===== src/rtl/uart_rx_buf_ctrl.sv =====
// rtl/uart_rx_buf_ctrl.sv - receive-side FWFT buffer controller for a UART
//
// Purpose: captures every byte (plus its frame/parity error flag) strobed by
// uart_rx into a first-word-fall-through FIFO, and exposes it to the bus side
// together with a level threshold interrupt, a sticky overflow flag, a
// saturating error counter and an optional idle-timeout interrupt.
//
// Optional feature macro: UART_RX_BUF_TIMEOUT_EN (idle-timeout interrupt).
// When undefined, timeout_irq_o is tied low and timeout_i is ignored.
//
// Ports:
//   clk_i, rst_ni        clock, asynchronous active-low reset
//   enable_i             block enable; low flushes and clears all state
//   flush_i              pulse: empty the FIFO (wins over push and pop)
//   stat_clr_i           pulse: clear overflow_o and err_cnt_o
//   drop_err_i           discard bytes that arrive with rx_err_i set
//   rx_rdata_i           received byte from uart_rx
//   rx_rvalid_i          one-cycle byte-received strobe
//   rx_err_i             error flag, qualified by rx_rvalid_i
//   pop_i                consume the head entry
//   rdata_o, rerr_o      head byte and its error flag (0 when empty)
//   rvalid_o             FIFO not empty
//   level_o              entries held, 0..DEPTH
//   thresh_i             level threshold (0 disables thresh_irq_o)
//   thresh_irq_o         level_o >= thresh_i, level-sensitive
//   overflow_o           sticky: a byte was lost because the FIFO was full
//   err_cnt_o            saturating count of received error events
//   timeout_i            idle timeout in clock cycles (0 disables)
//   timeout_irq_o        data waiting and idle for timeout_i cycles
module uart_rx_buf_ctrl #(
  parameter  int DEPTH = 8,
  localparam int LW    = $clog2(DEPTH) + 1
) (
  input  logic          clk_i,
  input  logic          rst_ni,
  input  logic          enable_i,
  input  logic          flush_i,
  input  logic          stat_clr_i,
  input  logic          drop_err_i,
  input  logic [7:0]    rx_rdata_i,
  input  logic          rx_rvalid_i,
  input  logic          rx_err_i,
  input  logic          pop_i,
  output logic [7:0]    rdata_o,
  output logic          rerr_o,
  output logic          rvalid_o,
  output logic [LW-1:0] level_o,
  input  logic [LW-1:0] thresh_i,
  output logic          thresh_irq_o,
  output logic          overflow_o,
  output logic [7:0]    err_cnt_o,
  input  logic [15:0]   timeout_i,
  output logic          timeout_irq_o
);

  localparam int PW = $clog2(DEPTH);

  logic [8:0]    mem_q [DEPTH];
  logic [PW-1:0] wptr_q, wptr_d;
  logic [PW-1:0] rptr_q, rptr_d;
  logic [LW-1:0] count_q, count_d;
  logic          overflow_q, overflow_d;
  logic [7:0]    err_cnt_q, err_cnt_d;

  logic push, pop_eff, full, err_ev, wr_en, drop;

  always_comb begin
    push    = enable_i & rx_rvalid_i & ~(rx_err_i & drop_err_i);
    pop_eff = pop_i & (count_q != '0);
    full    = (count_q == LW'(DEPTH));
    // Error events are counted whether or not the byte is kept or lost.
    err_ev  = enable_i & rx_rvalid_i & rx_err_i;

    wptr_d     = wptr_q;
    rptr_d     = rptr_q;
    count_d    = count_q;
    overflow_d = overflow_q;
    err_cnt_d  = err_cnt_q;
    wr_en      = 1'b0;
    drop       = 1'b0;

    if (!enable_i) begin
      wptr_d     = '0;
      rptr_d     = '0;
      count_d    = '0;
      overflow_d = 1'b0;
      err_cnt_d  = '0;
    end else begin
      if (flush_i) begin
        // Flush discards any coincident push and ignores pop.
        wptr_d  = '0;
        rptr_d  = '0;
        count_d = '0;
      end else begin
        // When full, a simultaneous pop frees the slot the push needs.
        wr_en = push & (~full | pop_eff);
        drop  = push & full & ~pop_eff;
        if (wr_en)   wptr_d = wptr_q + 1'b1;
        if (pop_eff) rptr_d = rptr_q + 1'b1;
        unique case ({wr_en, pop_eff})
          2'b10:   count_d = count_q + 1'b1;
          2'b01:   count_d = count_q - 1'b1;
          default: count_d = count_q;
        endcase
      end

      if (drop)            overflow_d = 1'b1;
      else if (stat_clr_i) overflow_d = 1'b0;

      if (stat_clr_i)                          err_cnt_d = {7'd0, err_ev};
      else if (err_ev && err_cnt_q != 8'hFF)   err_cnt_d = err_cnt_q + 8'd1;
    end
  end

  always_ff @(posedge clk_i or negedge rst_ni) begin
    if (!rst_ni) begin
      wptr_q     <= '0;
      rptr_q     <= '0;
      count_q    <= '0;
      overflow_q <= 1'b0;
      err_cnt_q  <= '0;
    end else begin
      wptr_q     <= wptr_d;
      rptr_q     <= rptr_d;
      count_q    <= count_d;
      overflow_q <= overflow_d;
      err_cnt_q  <= err_cnt_d;
    end
  end

  // Storage needs no reset: entries are only visible while counted.
  always_ff @(posedge clk_i) begin
    if (wr_en) mem_q[wptr_q] <= {rx_err_i, rx_rdata_i};
  end

  assign rvalid_o     = (count_q != '0);
  assign rdata_o      = rvalid_o ? mem_q[rptr_q][7:0] : 8'd0;
  assign rerr_o       = rvalid_o & mem_q[rptr_q][8];
  assign level_o      = count_q;
  assign thresh_irq_o = (thresh_i != '0) && (count_q >= thresh_i);
  assign overflow_o   = overflow_q;
  assign err_cnt_o    = err_cnt_q;

`ifdef UART_RX_BUF_TIMEOUT_EN
  logic [15:0] idle_q, idle_d;

  always_comb begin
    idle_d = idle_q;
    if (!enable_i || push || pop_eff || flush_i || !rvalid_o || timeout_i == 16'd0)
      idle_d = '0;
    // Holds once at or above the limit; lowering timeout_i never re-arms it.
    else if (idle_q < timeout_i)
      idle_d = idle_q + 16'd1;
  end

  always_ff @(posedge clk_i or negedge rst_ni) begin
    if (!rst_ni) idle_q <= '0;
    else         idle_q <= idle_d;
  end

  assign timeout_irq_o = rvalid_o & (idle_q == timeout_i) & (timeout_i != 16'd0);
`else
  logic unused_timeout;
  assign unused_timeout = ^timeout_i;
  assign timeout_irq_o  = 1'b0;
`endif

endmodule


===== config.mk =====
export PLATFORM = sky130hd
export DESIGN_NAME = uart_rx_buf_ctrl
export DESIGN_NICKNAME = d
export VERILOG_FILES = /design/src/rtl/uart_rx_buf_ctrl.sv
export SDC_FILE = /design/constraint.sdc
export NUM_CORES = 1
export LEC_CHECK = 0
export BUFFER_PORTS_ARGS = -buffer_cell sky130_fd_sc_hd__buf_2
export CORE_ASPECT_RATIO = 0.75
export CORE_MARGIN = 3
export CORE_UTILIZATION = 59
export CTS_BUF_LIST = sky130_fd_sc_hd__clkbuf_4 sky130_fd_sc_hd__clkbuf_8
export CTS_CLUSTER_SIZE = 14
export DETAILED_ROUTE_END_ITERATION = 10
export PLACE_DENSITY_LB_ADDON = 0.05
export SLEW_MARGIN = 20
export SYNTH_ARGS = -nofsm -noshare
export SYNTH_HDL_FRONTEND = slang
export SYNTH_SLANG_ARGS = --single-unit

===== constraint.sdc =====
create_clock -name clk_i -period 2.9 [get_ports clk_i]
set_input_delay 0.145 -clock clk_i [delete_from_list [all_inputs] [get_ports clk_i]]
set_output_delay 0.145 -clock clk_i [all_outputs]
set_load 0.1 [all_outputs]

# Word level (Yosys, flattened, before mapping)

Memory sizes are Yosys's and may differ from the RTL's.
Index checks and enable logic that the tools add are counted.

Flip-flop bits (word level): 19
Memory bits (writable): 72
Logic and storage cells: 60
Memories: 1

Memory list:

| name  | depth | width | read ports | clocked after Yosys merged registers in | wr ports | RTL line | source |
|---|---|---|---|---|---|---|---|
| mem_q | 8     | 9     | 1          | 0                                       | 1        | 58       | `logic [8:0] mem_q [DEPTH];` |

$add $sub $neg: 5
$lt $le $gt $ge: 1
Equality and inequality tests: 9
Mux-type cells: 22
Bitwise gates (word level): 13
Reductions and logical operators: 4

Operators by type and width:

| operator                                               | number |
|---|---|
| two-way mux 8 bit                                      | 4 |
| two-way mux 3 bit                                      | 6 |
| inequality test 3 x 1 -> 1 bit (second input constant) | 4 |
| AND 1 bit                                              | 9 |
| two-way mux 1 bit                                      | 9 |
| adder 8 x 1 -> 8 bit (second input constant)           | 1 |
| two-way mux 4 bit                                      | 2 |
| inequality test 8 bit (second input constant)          | 1 |
| one-hot mux 4 bit (2 select lines)                     | 1 |
| nonzero test 4 bit                                     | 2 |
| adder 3 x 1 -> 3 bit (second input constant)           | 2 |
| adder 4 x 1 -> 4 bit (second input constant)           | 1 |
| equality test 4 bit (second input constant)            | 1 |
| >= comparator 4 bit                                    | 1 |
| inequality test 4 x 1 -> 1 bit (second input constant) | 1 |
| subtractor 4 x 1 -> 4 bit (second input constant)      | 1 |
| inverter 1 bit                                         | 3 |
| equality test 2 x 1 -> 1 bit (second input constant)   | 1 |
| equality test 2 bit (second input constant)            | 1 |
| logical AND 1 bit                                      | 2 |
| bitwise OR 1 bit                                       | 1 |

# Longest topological paths before layout

Depth in word-level cells: 9
Mapped depth: 9
Gate-level depth less buffers: 8

# Least setup slack after synthesis

OpenSTA, ideal clock, no wires.

Kind: register to output
From: register count_q[0] (netlist: level_o[0])
To: output thresh_irq_o
Data arrival time: 3.175 ns
Setup slack: -0.420 ns
Stages on the path, launching flop included: 8
Buffers on the path: 0
Cell sequence: dfrtp_1 > inv_1 > ha_1 > nand2b_1 > a21o_1 > a21o_1 > a21oi_1 > nor2_1

Cells in the longest elaborated chain, start to end: 2

RTL lines:

| element                | RTL line | source |
|---|---|---|
| start, declared        | 61       | `logic [LW-1:0] count_q, count_d;` |
| start signal, assigned | 125      | `count_q <= count_d;` |
| >= comparator 4 bit    | 140      | `assign thresh_irq_o = (thresh_i != '0) && (count_q >= thresh_i);` |
| logical AND 1 bit      | 140      |  |
| end, declared          | 49       | `output logic thresh_irq_o,` |

Every way passes these cells.

# Worst setup path after layout

From: register count_q[1] (netlist: level_o[1])
To: memory mem_q[3][1] (enable)

Cells in the longest elaborated chain, start to end: 8

RTL lines:

| element                                                   | RTL line | source |
|---|---|---|
| nonzero test 4 bit or equality test 4 bit (tied branches) | 69, 70   |  |
| AND 1 bit or inverter 1 bit (tied branches)               | 69, 96   |  |
| bitwise OR 1 bit *                                        | 96       | `wr_en = push & (~full \| pop_eff);` |
| AND 1 bit *                                               | 96       |  |
| two-way mux 1 bit *                                       | 89       | `if (flush_i) begin` |
| two-way mux 1 bit *                                       | 82       | `if (!enable_i) begin` |
| two-way mux 1 bit *                                       | 133      | `if (wr_en) mem_q[wptr_q] <= {rx_err_i, rx_rdata_i};` |
| two-way mux 1 bit (implied by the code) *                 | 133      |  |
| end, declared                                             | 58       |  |

Mark *: on every way between the ends. The rest lies on a longest branch, timed or not.

==> flow_summary.ini <==
[logic_synthesis]
synthFlopType = edfxtp_1
ys_types = 53
netlist_area_mm2 = 0.00410
synth.ff_latch_count = 91
post-synth-top-area-cell = edfxtp_1
synth_top_family_by_area = multiplexers
muxShareOfSynthArea_pct = 12.7
synth_area_leaders = edfxtp_1, dfrtp_1, mux4_2
synth_top_area_share_pct = 52.7
synth_xor_area_share_pct = 2.35
syn_inst = 262
synth-compound-area-share_pct = 5.16
seq_area_frac_synth_pct = 64.3
synth_area_per_cell_um2 = 15.6
yosys.area_share.adder_pct = 2.75
syn_nets = 308
synth-async-reset-ratio_pct = 20.9
synth_edf_count = 72
yosys.area_share.simple_pct = 10.0
yosysWarnings = 0

[sta]
final-max-slew-violation-count = 0
slew_headroom_pct = 26.4
fin_skew_ns = 0.00771
worst_pin_slew_ns = 1.10
hold_viol_final = 0
fmax_ghz = 0.397
fin_crit_ns = 2.52
rsz0062_at_grt = false
finalSetupViolCount = 0
fin_tns_setup_ns = 0
fin_crit_sh_pct = 86.9

[global_route]
antenna_found_initial = 0
grt_busiest_layer = met1
grtUsageTotal_pct = 20.0
grt_start_max_net_pins = 20
grt_util_met3_pct = 4.62
grt_pass1_wl_um = 11600
met2_usage_pct = 28.9
grt-ovfl-total = 0
grt_pass1_vias = 2184
grt_use_met1_pct = 30.1

[worst_setup_path]
crit_required_ns = 2.87
slowest_delay_ns = 0.86
critPathKind = reg2reg
critical-path-top-delay-family = simple AND/OR/NAND/NOR gates
path_max_fanout = 10
critPathArrivalTime_ns = 2.49
start_kind = flip-flop
cp_cell_sequence = nor3_2 > and3b_4 > nor3_1 > nand2_1 > nor2_1
crit_path_end_kind = flip-flop
worst-path-buf-inv = 0
worst_path_max_delay_cell = nor2_1

[cts]
path_clk_slew_ns = 0.09
cts_resized = 0
cts-root-buf = clkbuf_8
cts_buffers = 9
clock_sinks = 91
htreeDepth = 3
cts_setup_buffers = 0
clock_latency_ns = 0.35
cts_buffer_depth = 2
cts_tree = built

[cells_and_area]
nNetsFinal = 365
diodes = 0
final_util_pct = 71.6
drive_above_1_share_pct = 32.7
syn_to_final_growth_pct = 13.6

[detailed_routing]
first_pass_iters = 4
route.vias.total = 2329
wl_um = 7230
drc = 0
drt_iter0_drc = 95
wl_per_cell_um = 17.9
final_antenna_net_count = 0
viasPerCell = 5.75

[floorplan]
core_mm2 = 0.00651
io_pins = 62
num_rows = 25
start_util_pct = 63.0
die_w_um = 102
die_h_um = 78.2
dieArea_mm2 = 0.00800

[power_and_ir_drop]
leakage_nw = 1.73
irDropWorstVdd_mv = 0.410
p_per_area_mw_per_mm2 = 525

[flow_run]
cap_violations = 0

[run_status]
status = complete, no violations

[placed_design]
place.detailed.hpwl_um = 4810
io_buffers = 44
gp_congestion = 0.754

[hold_path]
hold_path_class = in2reg
==> cells in the mapped netlist, types with 2 or more instances <==
master     n
mux4_2    18
clkbuf_8   2
ha_1       9
nor2_1    31
and3_1     2
xor2_1     7
nor3_2     2
nand2b_1   4
dfrtp_1   19
a21oi_1    3
nand4_1    2
o211ai_1   2
mux2i_1   10
inv_1      8
o21ai_0    5
xnor2_1    4
nor3_1     5
a21o_1     2
edfxtp_1  72
nand2_1   10
nand3_1    9
a31oi_1    2
buf_1      2
buf_4      3
==> final timing paths <==
check,startpoint,endpoint,slack (ns),depth (start not counted)
setup / recovery,level_o[1],mem_q[3][1],0.38,5
hold / removal,flush_i,wptr_q[1],0.03,2
setup reg to reg,level_o[1],mem_q[3][1],0.38,5
hold reg to reg,overflow_o,overflow_o,0.53,2
max in group asynchronous,rst_ni,rptr_q[1],2.31,2
min in group asynchronous,rst_ni,err_cnt_o[2],0.28,2
==> per-stage QoR <==
step                setup WS, ns  hold WS [ns]  power [mW]  instances  area, um2
floorplan                 0.0106        -0.151        1.58        262       4100
global placement           0.493         0.114        1.64        388       4450
detailed placement         0.444         0.115        1.64        388       4450
CTS                        0.353       0.00404        2.47        405       4660
global route               0.210        0.0326        2.54        405       4660
finish                     0.379        0.0264        2.45        405       4660
==> worst register-to-register path: cells and delay by family, from the launching register on <==
kind	cells	cell delay, ns
flip-flops	1	0.63
AND/OR/NAND/NOR	5	1.50
==> power breakdown <==
part | leakage [nW] | internal, mW | switching (mW) | total (mW)
Combinational | 0.725 | 0.0514 | 0.134 | 0.186
Clock | 0.0950 | 0.404 | 0.436 | 0.840
Sequential | 0.912 | 1.41 | 0.00779 | 1.42
Total | 1.73 | 1.87 | 0.578 | 2.45
==> cells by family (layout without fill, tap and decap cells) <==
| logic type | Yosys count | after routing |
|---|---|---|
| buffers and inverters | 19 | 81 |
| adders and majority gates | 9 | 9 |
| DFF | 91 | 91 |
| other | 1 | 1 |
| xor gates and xnor gates | 11 | 11 |
| muxes | 29 | 29 |
| AOI/OAI and AO/OA | 25 | 25 |
| and+or+nand+nor | 77 | 77 |
==> registers in the layout (all words and copies together), names as in the netlist <==
signal      cells
level_o         4
overflow_o      1
wptr_q          3
mem_q          72
rptr_q          3
err_cnt_o       8
==> metal layers <==
metal / up-vias / part of all wire, %
met3: 10 / 4.4
met1: 1155 / 49
met4: 0 / 1.3
met5: - / 0
met2: 47 / 45
li1: 1117 / -
==> cell usage in the layout (no fill, tap or decap), types with 3 or more instances in the layout <==
| cell type | n |
|---|---|
| a21oi_1 | 3 |
| buf_2 | 44 |
| buf_4 | 10 |
| clkbuf_8 | 9 |
| dfrtp_1 | 19 |
| edfxtp_1 | 72 |
| ha_1 | 9 |
| inv_1 | 8 |
| mux2i_1 | 10 |
| mux4_2 | 18 |
| nand2_1 | 10 |
| nand2b_1 | 4 |
| nand3_1 | 9 |
| nor2_1 | 30 |
| nor3_1 | 5 |
| o21ai_0 | 5 |
| xnor2_1 | 4 |
| xor2_1 | 7 |
==> final cells by class <==
class                   instances  area (um2)
flip-flops and latches         91        2640
fillers                       426        1850
multi-input cells             152        1360
repair buffers                 56         325
clock buffers                   9         124
well taps                      81         101
clock inverters                 7        77.6
inverters                       9        36.3
==> what timing repair did <==
action | CTS | global route
hold endpoints to repair | 19 | 0
hold buffers | 1 | 0
endpoints found under the setup margin | 0 | 0
(Power assumes the default switching activity.)
